===== src/rtl/dmem_access_unit_pkg.sv =====
// Shared types and constants for the data-memory access controller:
// FSM state encoding, func3 access codes and the request legality check.
package dmem_access_unit_pkg;

    typedef enum logic [1:0] {
        IDLE = 2'd0,
        REQ  = 2'd1,
        DONE = 2'd2
    } dmem_state_t;

    localparam logic [2:0] F3_B  = 3'b000;
    localparam logic [2:0] F3_H  = 3'b001;
    localparam logic [2:0] F3_W  = 3'b010;
    localparam logic [2:0] F3_BU = 3'b100;
    localparam logic [2:0] F3_HU = 3'b101;

    // Size/alignment legality; unsigned variants exist only for loads.
    function automatic logic f_access_legal(input logic [2:0] func3,
                                            input logic [1:0] addr_lo,
                                            input logic       is_store);
        logic ok;
        case (func3)
            F3_B, F3_BU: ok = 1'b1;
            F3_H, F3_HU: ok = ~addr_lo[0];
            F3_W:        ok = (addr_lo == 2'b00);
            default:     ok = 1'b0;
        endcase
        if (is_store && func3[2])
            ok = 1'b0;
        return ok;
    endfunction

endpackage


===== src/rtl/dmem_access_unit_load_extend.sv =====
// load_extend: selects the addressed byte/half lane of a memory read word
// and sign- or zero-extends it according to func3.
module load_extend
    import dmem_access_unit_pkg::*;
#(
    parameter int DATA_W = 32
) (
    input  logic [DATA_W-1:0] i_rdata,
    input  logic [1:0]        i_addr_lo,
    input  logic [2:0]        i_func3,
    output logic [DATA_W-1:0] o_data
);

    logic [7:0]  w_byte;
    logic [15:0] w_half;

    // Lane select followed by extension.
    always_comb begin
        w_byte = i_rdata[{i_addr_lo, 3'b000} +: 8];
        w_half = i_rdata[{i_addr_lo[1], 4'b0000} +: 16];
        o_data = '0;
        case (i_func3)
            F3_B:    o_data = {{(DATA_W-8){w_byte[7]}}, w_byte};
            F3_BU:   o_data = {{(DATA_W-8){1'b0}}, w_byte};
            F3_H:    o_data = {{(DATA_W-16){w_half[15]}}, w_half};
            F3_HU:   o_data = {{(DATA_W-16){1'b0}}, w_half};
            F3_W:    o_data = i_rdata;
            default: o_data = '0;
        endcase
    end

endmodule


===== src/rtl/dmem_access_unit.sv =====
// dmem_access_unit: MEM-stage data-memory controller. Turns MemRead/MemWrite
// into a word-organised req/ready access, stalls the pipeline while the access
// is in flight and returns extended load data in ReadData.
// Optional feature: define MEM_TIMEOUT_EN to abort a REQ that sees no m_ready
// within TIMEOUT_CYC cycles.
module dmem_access_unit
    import dmem_access_unit_pkg::*;
#(
    parameter int DM_ADDRESS  = 9,
    parameter int DATA_W      = 32,
    parameter int TIMEOUT_CYC = 16
) (
    input  logic                  clk,
    input  logic                  reset,
    input  logic                  MemRead,
    input  logic                  MemWrite,
    input  logic [DM_ADDRESS-1:0] addr,
    input  logic [DATA_W-1:0]     wr_data,
    input  logic [2:0]            func3,
    output logic [DATA_W-1:0]     ReadData,
    output logic                  mem_stall,
    output logic                  acc_err,
    output logic                  m_req,
    output logic                  m_we,
    output logic [DM_ADDRESS-3:0] m_addr,
    output logic [3:0]            m_be,
    output logic [DATA_W-1:0]     m_wdata,
    input  logic [DATA_W-1:0]     m_rdata,
    input  logic                  m_ready
);

    dmem_state_t           r_state;
    dmem_state_t           w_next;

    logic [DM_ADDRESS-3:0] r_word_addr;
    logic [1:0]            r_addr_lo;
    logic [2:0]            r_func3;
    logic                  r_we;
    logic [3:0]            r_be;
    logic [DATA_W-1:0]     r_wdata;
    logic                  r_err;
    logic [DATA_W-1:0]     r_rdata;

    logic                  w_access;
    logic                  w_legal;
    logic [3:0]            w_be;
    logic [DATA_W-1:0]     w_lane_data;
    logic [DATA_W-1:0]     w_ext;
    logic                  w_timeout;

    assign w_access = MemRead | MemWrite;
    // MemWrite alone decides direction, so Read+Write is a store.
    assign w_legal  = f_access_legal(func3, addr[1:0], MemWrite);

`ifdef MEM_TIMEOUT_EN
    localparam int TMO_W = (TIMEOUT_CYC > 1) ? $clog2(TIMEOUT_CYC) : 1;
    logic [TMO_W-1:0] r_tmo_cnt;

    // REQ cycle counter; zero on every entry into REQ.
    always_ff @(posedge clk or negedge reset) begin
        if (!reset)
            r_tmo_cnt <= '0;
        else if (r_state == REQ)
            r_tmo_cnt <= r_tmo_cnt + 1'b1;
        else
            r_tmo_cnt <= '0;
    end

    assign w_timeout = (r_state == REQ) && (r_tmo_cnt == TMO_W'(TIMEOUT_CYC - 1));
`else
    assign w_timeout = 1'b0;
`endif

    // Byte enables and lane-replicated store data for the requested size.
    always_comb begin
        w_be        = '0;
        w_lane_data = '0;
        case (func3[1:0])
            2'b00: begin
                w_be        = 4'b0001 << addr[1:0];
                w_lane_data = {4{wr_data[7:0]}};
            end
            2'b01: begin
                w_be        = addr[1] ? 4'b1100 : 4'b0011;
                w_lane_data = {2{wr_data[15:0]}};
            end
            default: begin
                w_be        = 4'b1111;
                w_lane_data = wr_data;
            end
        endcase
    end

    load_extend #(.DATA_W(DATA_W)) u_load_extend (
        .i_rdata   (m_rdata),
        .i_addr_lo (r_addr_lo),
        .i_func3   (r_func3),
        .o_data    (w_ext)
    );

    // State register.
    always_ff @(posedge clk or negedge reset) begin
        if (!reset)
            r_state <= IDLE;
        else
            r_state <= w_next;
    end

    // Next state, stall and request strobe.
    always_comb begin
        w_next    = r_state;
        mem_stall = 1'b0;
        m_req     = 1'b0;
        case (r_state)
            IDLE: begin
                mem_stall = w_access;
                if (w_access)
                    w_next = w_legal ? REQ : DONE;
            end
            REQ: begin
                mem_stall = 1'b1;
                m_req     = 1'b1;
                if (m_ready || w_timeout)
                    w_next = DONE;
            end
            DONE:    w_next = IDLE;
            default: w_next = IDLE;
        endcase
    end

    // Request latches captured on acceptance in IDLE, plus the error flag.
    always_ff @(posedge clk or negedge reset) begin
        if (!reset) begin
            r_word_addr <= '0;
            r_addr_lo   <= '0;
            r_func3     <= '0;
            r_we        <= 1'b0;
            r_be        <= '0;
            r_wdata     <= '0;
            r_err       <= 1'b0;
        end else if (r_state == IDLE && w_access) begin
            r_word_addr <= addr[DM_ADDRESS-1:2];
            r_addr_lo   <= addr[1:0];
            r_func3     <= func3;
            r_we        <= MemWrite;
            r_be        <= w_be;
            r_wdata     <= MemWrite ? w_lane_data : '0;
            r_err       <= ~w_legal;
        end else if (r_state == REQ && !m_ready && w_timeout) begin
            r_err       <= 1'b1;
        end
    end

    // ReadData: extended word on load completion, zero on store/error.
    always_ff @(posedge clk or negedge reset) begin
        if (!reset)
            r_rdata <= '0;
        else if (r_state == IDLE && w_access && !w_legal)
            r_rdata <= '0;
        else if (r_state == REQ && m_ready)
            r_rdata <= r_we ? '0 : w_ext;
        else if (r_state == REQ && w_timeout)
            r_rdata <= '0;
    end

    assign ReadData = r_rdata;
    assign acc_err  = (r_state == DONE) && r_err;
    assign m_we     = r_we && (r_state == REQ);
    assign m_addr   = r_word_addr;
    assign m_be     = r_be;
    assign m_wdata  = r_wdata;

endmodule


===== config.mk =====
export PLATFORM = sky130hd
export DESIGN_NAME = dmem_access_unit
export DESIGN_NICKNAME = d
export VERILOG_FILES = /design/src/rtl/dmem_access_unit_pkg.sv /design/src/rtl/dmem_access_unit_load_extend.sv /design/src/rtl/dmem_access_unit.sv
export SDC_FILE = /design/constraint.sdc
export NUM_CORES = 1
export LEC_CHECK = 0
export BUFFER_PORTS_ARGS = -buffer_cell sky130_fd_sc_hd__buf_2
export CELL_PAD_IN_SITES_DETAIL_PLACEMENT = 1
export CELL_PAD_IN_SITES_GLOBAL_PLACEMENT = 1
export CORE_ASPECT_RATIO = 1.4
export CORE_UTILIZATION = 36
export CTS_CLUSTER_DIAMETER = 200
export DETAILED_ROUTE_END_ITERATION = 8
export HOLD_SLACK_MARGIN = 0.06
export PLACE_DENSITY_LB_ADDON = 0.1
export SLEW_MARGIN = 20
export SYNTH_ARGS = -nofsm -noshare
export SYNTH_HDL_FRONTEND = slang
export SYNTH_SLANG_ARGS = --single-unit

===== constraint.sdc =====
create_clock -name clk -period 2.48 [get_ports clk]
set_input_delay 0.124 -clock clk [delete_from_list [all_inputs] [get_ports clk]]
set_output_delay 0.124 -clock clk [all_outputs]
set_load 0.005 [all_outputs]

* Word level (Yosys, flattened, before mapping)
Index checks and enable logic that the tools add are counted.
** Operators by class
- Multiplexer cells :: 16
- Shift operators :: 3
- Bitwise logic cells :: 3
- Equality and inequality tests :: 13
- Reduce and logical (&&, ||, !) cells :: 16
** Operators by type and width (number)
- one-hot mux 32 bit (5 select lines) :: 1
- 2-to-1 mux 32 bit :: 4
- one-hot mux 32 bit (2 select lines) :: 1
- indexed part select 32 x 6 -> 16 bit :: 1
- indexed part select 32 x 6 -> 8 bit :: 1
- == test 3 bit, second input constant :: 4
- one-hot mux 4 bit (2 select lines) :: 1
- == test 3 x 1 -> 1 bit, second input constant :: 2
- == test 3 x 2 -> 1 bit, second input constant :: 2
- logical AND 1 bit :: 6
- zero test 2 bit :: 3
- zero test 3 bit :: 2
- 2-to-1 mux 2 bit :: 3
- == test 2 x 1 -> 1 bit, second input constant :: 2
- 2-to-1 mux 4 bit :: 1
- != test 2 bit, second input constant :: 2
- one-hot mux 2 bit (2 select lines) :: 1
- OR reduction 2 bit :: 2
- << shifter 1 x 2 -> 4 bit, first input constant :: 1
- one-hot mux 1 bit (3 select lines) :: 1
- == test 2 bit, second input constant :: 1
- 2-to-1 mux 1 bit :: 2
- NOT 1 bit :: 2
- one-hot mux 1 bit (2 select lines) :: 1
- other kinds (4) :: 4
** Storage, ports and cells
- Input bits :: 81
- Output and inout port bits :: 79
- Register bits after elaboration :: 84
- Logic and storage cells :: 60

* Depth between registers and ports, before layout
- Depth after elaboration :: 7
- Gate-level depth with buffers :: 6
- Depth with buffers taken out :: 4

* Hierarchy
From an unflattened synthesis, not the netlist that was laid out.
** Unflattened totals
- Cell total of the unflattened synthesis :: 434
- Area total of the unflattened synthesis :: 4694.5 um^2
** By module, submodules not included
- dmem_access_unit :: cells each 325, times used 1, seq. area each 2102.0 um^2, area an instance 3908.7 um^2
- load_extend :: cells each 109, times used 1, seq. area each 0.0 um^2, area an instance 785.8 um^2

* Worst setup path before layout
Ideal clock, no wire load.
- Kind :: flip-flop to flip-flop
- Start :: register r_addr_lo[0]
- End :: register r_rdata[17] (netlist: ReadData[17])
- Slack :: 569 ps
- Stages on the path, launching flop included :: 6
- Path buffers :: 1
- Arrival time :: 1793 ps
- Data required time :: 2362 ps
- Clock period less this slack :: 1911 ps
- Library setup time :: 118 ps
- Path through :: dfrtp_1 mux2_4 a222oi_1 buf_6 a21oi_1 a21o_1
** On the way
- Longest elaborated chain between the ends :: 5
** Ends and longest elaborated chain
- start: declaration :: RTL line dmem_access_unit.sv:36 : logic [1:0] r_addr_lo;
- start signal: assignment :: RTL line dmem_access_unit.sv:143 : r_addr_lo <= addr[1:0];
- indexed part select 32 x 6 -> 8 bit :: RTL line dmem_access_unit_load_extend.sv:19 : w_byte = i_rdata[{i_addr_lo, 3'b000} +: 8];
- one-hot mux 32 bit (5 select lines) :: RTL line dmem_access_unit_load_extend.sv:22 : case (i_func3)
- 2-to-1 mux 32 bit :: RTL line dmem_access_unit.sv:161 : r_rdata <= r_we ? '0 : w_ext;
- 2-to-1 mux 32 bit :: RTL line dmem_access_unit.sv:160 : else if (r_state == REQ && m_ready)
- 2-to-1 mux 32 bit :: RTL line dmem_access_unit.sv:158 : else if (r_state == IDLE && w_access && !w_legal)
- end signal: assignment :: RTL line dmem_access_unit.sv:161
- end: declaration :: RTL line dmem_access_unit.sv:42 : logic [DATA_W-1:0] r_rdata;
Every way passes these cells. The select of a mux whose other input is x is not followed.
A chain may end at the register's enable or synchronous reset.

* Final worst setup path
- Start :: register r_func3[0]
- End :: register r_rdata[22] (netlist: ReadData[22])
** On the way
- Longest elaborated chain between the ends :: 5
- Elaborated cells on any way between the ends :: 9
- Classes of those cells :: eq/ne (4); mux (4); reduce/logical (1)
** Ends and longest elaborated chain
- start: declaration :: RTL line dmem_access_unit.sv:37 : logic [2:0] r_func3;
- start signal: assignment :: RTL line dmem_access_unit.sv:144 : r_func3 <= func3;
- == test 3 x 2 -> 1 bit, or another cell as far along :: RTL line dmem_access_unit_load_extend.sv:22
- one-hot mux 32 bit (5 select lines) * :: RTL line dmem_access_unit_load_extend.sv:22
- 2-to-1 mux 32 bit * :: RTL line dmem_access_unit.sv:161
- 2-to-1 mux 32 bit * :: RTL line dmem_access_unit.sv:160
- 2-to-1 mux 32 bit * :: RTL line dmem_access_unit.sv:158
Mark *: on every way between the ends. The rest lies on a longest branch, timed or not. The select of a mux whose other input is x is not followed.

==> out/results.txt <==
Of all nets on the critical path, the largest fanout is 16. In the final design database the tool counted 655 nets. The tools report the full die area as 0.0114 sq mm. By count the netlist is led by sky130_fd_sc_hd__dfrtp_1 (84), sky130_fd_sc_hd__nand2_1 (83), sky130_fd_sc_hd__o21ai_0 (38). The area growth from synthesis to layout is 40.4%.

The top flip-flop cell by instance count after synthesis is sky130_fd_sc_hd__dfrtp_1. The power per cell area was 1080 mW/mm^2. The net switching share of the total power is 0.349. In this run, synthesis inferred 0 flip-flops with an integrated enable.

The critical path is of the reg2reg type. For the worst-skew pair, the clock arrives at the later sink with an insertion delay of 0.34 ns. Detailed placement finished with a half-perimeter wire length of 8.76 mm.

Each instance of the synthesized netlist takes up on average 10.0 sq um. The register bit count reported by yosys works out to 84. The maximum buffer depth of the clock tree is 2. Clock-pin slew was measured on the worst setup and hold paths at 0.06 ns.

The first global-routing pass estimated 21.2 mm of wire. The count of cells in the finished layout, fillers not included, comes to 717. Deepest level of the CTS H-tree: 3. The floorplan step set the die width to 90.6 um. The detailed-route via count was 3,799; the overall die height was 126 um. The sequential-to-total area share from yosys stat came out at 0.532.

The tools report the headroom to the max-slew limit as 0.473. The run finished with clean final reports. The number of global-route vias before repair is 4,088. Setup repair after global routing left no endpoint under its margin. The sum of routed wire length over all layers is 12.8 mm. The most common cell in the synthesized netlist is sky130_fd_sc_hd__dfrtp_1. Port buffering added 159 buffers. The tools report the capturing element type of the critical path as a register. Overall global routing resource usage: 0.237.

The count of antenna-violating nets left after detailed routing is 0, and the post-placement cell count is 677. For the number of max-slew violations in the final report, the log shows 0. The first detailed-routing pass ran for 5 iterations.

STA puts the critical path data required time at 2.75 ns. After detailed routing, the number of vias per cell comes to 5.30. Yosys printed 0 warnings.

For the starting density of the core, the log shows 0.376. The initial DRC count came out at 143. The fraction of final layout cells sized beyond drive strength 1 is 0.363, and the buffer count from post-CTS setup fixing is 0.

The region available for standard cell placement spans 0.0105 sq mm. The min-delay analysis places its worst path in the category in2reg. Of all cell types, the one taking the most synthesized area is sky130_fd_sc_hd__dfrtp_1.

The run gives 499 MHz as the upper clock frequency limit. Max-cap violations in this run came to 0. The run gives 0 as the final number of hold-violating endpoints. The tools report the count of boundary I/O pins as 160.

The tools report the number of placement rows as 44. TritonCTS created 9 clock buffers. The net load switching power was 0.00209 W. The run gives 0.280 as the clock network fraction of design power.

TritonCTS built the clock tree. The run gives 0.361 as the proportion of power drawn by combinational gates. The top-area cell type share of the netlist area was 0.532; the number of instances in the synthesized netlist was 394. By area the synthesized netlist is led by sky130_fd_sc_hd__dfrtp_1 (53%), sky130_fd_sc_hd__nand2_1 (7.9%), sky130_fd_sc_hd__mux2_2 (5.1%). When the netlist entered floorplanning its net count stood at 475.

The setup violation total in the final timing report came out at 0. The fraction of registers with async set/reset works out to 1.00. The share of power burned in registers came out at 0.359. In the final layout, the multi-input gates occupy 0.00175 sq mm. Internal power comes to 0.00390 W. At the end of routability-driven placement, the weighted congestion stood at 0.823. At the worst endpoint, the arrival time is 2.28 ns. The antenna diode count is 0, and the flop-to-flop setup slack is 0.48 ns.

For the final database, setup skew stands at 0.00503 ns. After detailed routing, the average wire length per cell comes to 17.9 um. The run gives 0 as the remaining global-route overflow. In this run, post-CTS repair resized a total of 0 instances. The category of the worst setup path launch point was a register. Summing every instance area after synthesis gives 0.00395 sq mm. The final cycle utilization of the critical path is 0.808.

The worst path in the final design needs a cycle of 2.00 ns, including I/O delays and setup. After detailed routing, the number of remaining DRC violations is 0. For the pin with the worst max-slew slack, the measured transition is 0.790 ns.

The run gives 1,243 as the layout filler cell count. In this run the clock root is driven by a sky130_fd_sc_hd__clkbuf_16. The number of antenna violations at the first check in global routing is 0, and the register cell area after layout is 0.00210 sq mm.

The number of distinct library cell variants in the gate-level netlist after synthesis is 35. For this design the static power due to leakage is 2.97 nW. Clock tree synthesis found a total of 84 sinks.

Entering global routing, the biggest net connects 85 pins. The tools report the total power as 0.00599 W. The worst-case IR drop observed on VDD is 572 uV. Setup total negative slack on the finished layout was measured at 0 ns.
-- power by group through the flow --
| stage | Combinational [W] | Clock, W | Sequential (W) |
|---|---|---|---|
| after floorplan | 0.00117 | 0 | 0.00213 |
| after global routing | 0.00241 | 0.00176 | 0.00222 |
| final | 0.00216 | 0.00168 | 0.00215 |
| after detailed placement | 0.00213 | 0 | 0.00217 |
| after global placement | 0.00208 | 0 | 0.00215 |
| after CTS | 0.00218 | 0.00171 | 0.00215 |
-- path summary, 6_finish.rpt --
check / from / cells past startpoint / to
worst max register to register: r_func3[0] / 5 / ReadData[22]
worst max-delay path: r_func3[0] / 5 / ReadData[22]
worst min register to register: ReadData[11] / 1 / ReadData[11]
worst min-delay path: wr_data[25] / 3 / m_wdata[25]
max in group asynchronous: reset / 2 / ReadData[5]
min in group asynchronous: reset / 2 / ReadData[19]
-- per-stage QoR --
stage | util | hold slack [ns] | area, sq um | setup slack [ns]
floorplan | - | -0.172 | 3950 | 0.569
global placement | 0.469 | 0.314 | 4930 | 0.676
detailed placement | 0.469 | 0.323 | 4930 | 0.557
CTS | 0.527 | 0.0620 | 5540 | 0.488
global route | 0.528 | 0.0780 | 5550 | 0.356
finish | 0.528 | 0.0719 | 5550 | 0.477
-- cell type report --
cell class,instances,share of cell area
Inverter,3,0.00203
Clock inverter,6,0.0244
Sequential cell,84,0.379
Tap cell,138,0.0311
Multi-Input combinational cell,282,0.316
Timing Repair Buffer,194,0.205
Clock buffer,10,0.0431
-- layout by cell type, fill, tap and decap left out, types with 2 or more instances in the layout --
master and n:
sky130_fd_sc_hd__a21o_1 24, sky130_fd_sc_hd__a21oi_1 28, sky130_fd_sc_hd__a221oi_1 2, sky130_fd_sc_hd__a222oi_1 8
sky130_fd_sc_hd__a22o_1 9, sky130_fd_sc_hd__a22oi_1 9, sky130_fd_sc_hd__and2_1 2, sky130_fd_sc_hd__buf_2 158
sky130_fd_sc_hd__buf_4 10, sky130_fd_sc_hd__bufinv_16 4, sky130_fd_sc_hd__clkbuf_16 9, sky130_fd_sc_hd__clkinvlp_4 2
sky130_fd_sc_hd__dfrtp_1 84, sky130_fd_sc_hd__dlygate4sd3_1 24, sky130_fd_sc_hd__inv_1 3, sky130_fd_sc_hd__mux2_2 18
sky130_fd_sc_hd__mux2i_1 8, sky130_fd_sc_hd__nand2_1 83, sky130_fd_sc_hd__nor2_1 6, sky130_fd_sc_hd__nor2b_1 19
sky130_fd_sc_hd__nor3_1 2, sky130_fd_sc_hd__nor3b_1 3, sky130_fd_sc_hd__o21ai_0 38, sky130_fd_sc_hd__o2bb2ai_1 8
-- cell families (layout without fill, tap and decap cells) --
| kind of cell | Yosys count | count (layout) | synth area share |
|---|---|---|---|
| AND/OR/NAND/NOR | 122 | 122 | 0.141 |
| multiplexers | 28 | 28 | 0.0782 |
| buffers and inverters | 28 | 213 | 0.0294 |
| AO/OA/AOI/OAI | 132 | 132 | 0.220 |
| flip-flops | 84 | 84 | 0.532 |
-- worst max-delay path: stages (launching register included) --
cell and delay, ns:
sky130_fd_sc_hd__dfrtp_1 0.54, sky130_fd_sc_hd__nor2b_1 0.68, sky130_fd_sc_hd__a222oi_1 0.15, sky130_fd_sc_hd__buf_4 0.27
sky130_fd_sc_hd__a21oi_1 0.18, sky130_fd_sc_hd__a21o_1 0.12
-- sequential cells by signal (all words and copies together) (netlist names), 2 cells and up --
signal and flops:
m_addr 7, m_be 4, ReadData 32, r_addr_lo 2, r_state 2, r_func3 3
m_wdata 32
-- layer usage --
metal,GRT usage,part of all wire,up-vias,wire (um)
li1,-,-,1762,-
met3,0.0550,0.061,22,776
met5,0,0,-,0
met4,0.102,0.028,0,356
met2,0.421,0.52,133,6720
met1,0.269,0.39,1882,4970
-- what timing repair did --
| action | CTS | global route |
|---|---|---|
| hold buffers | 24 | 0 |
| endpoints found under the hold margin | 107 | 0 |
| setup endpoints to repair | 0 | 0 |
Note: power is estimated with default switching activity, not from simulation.
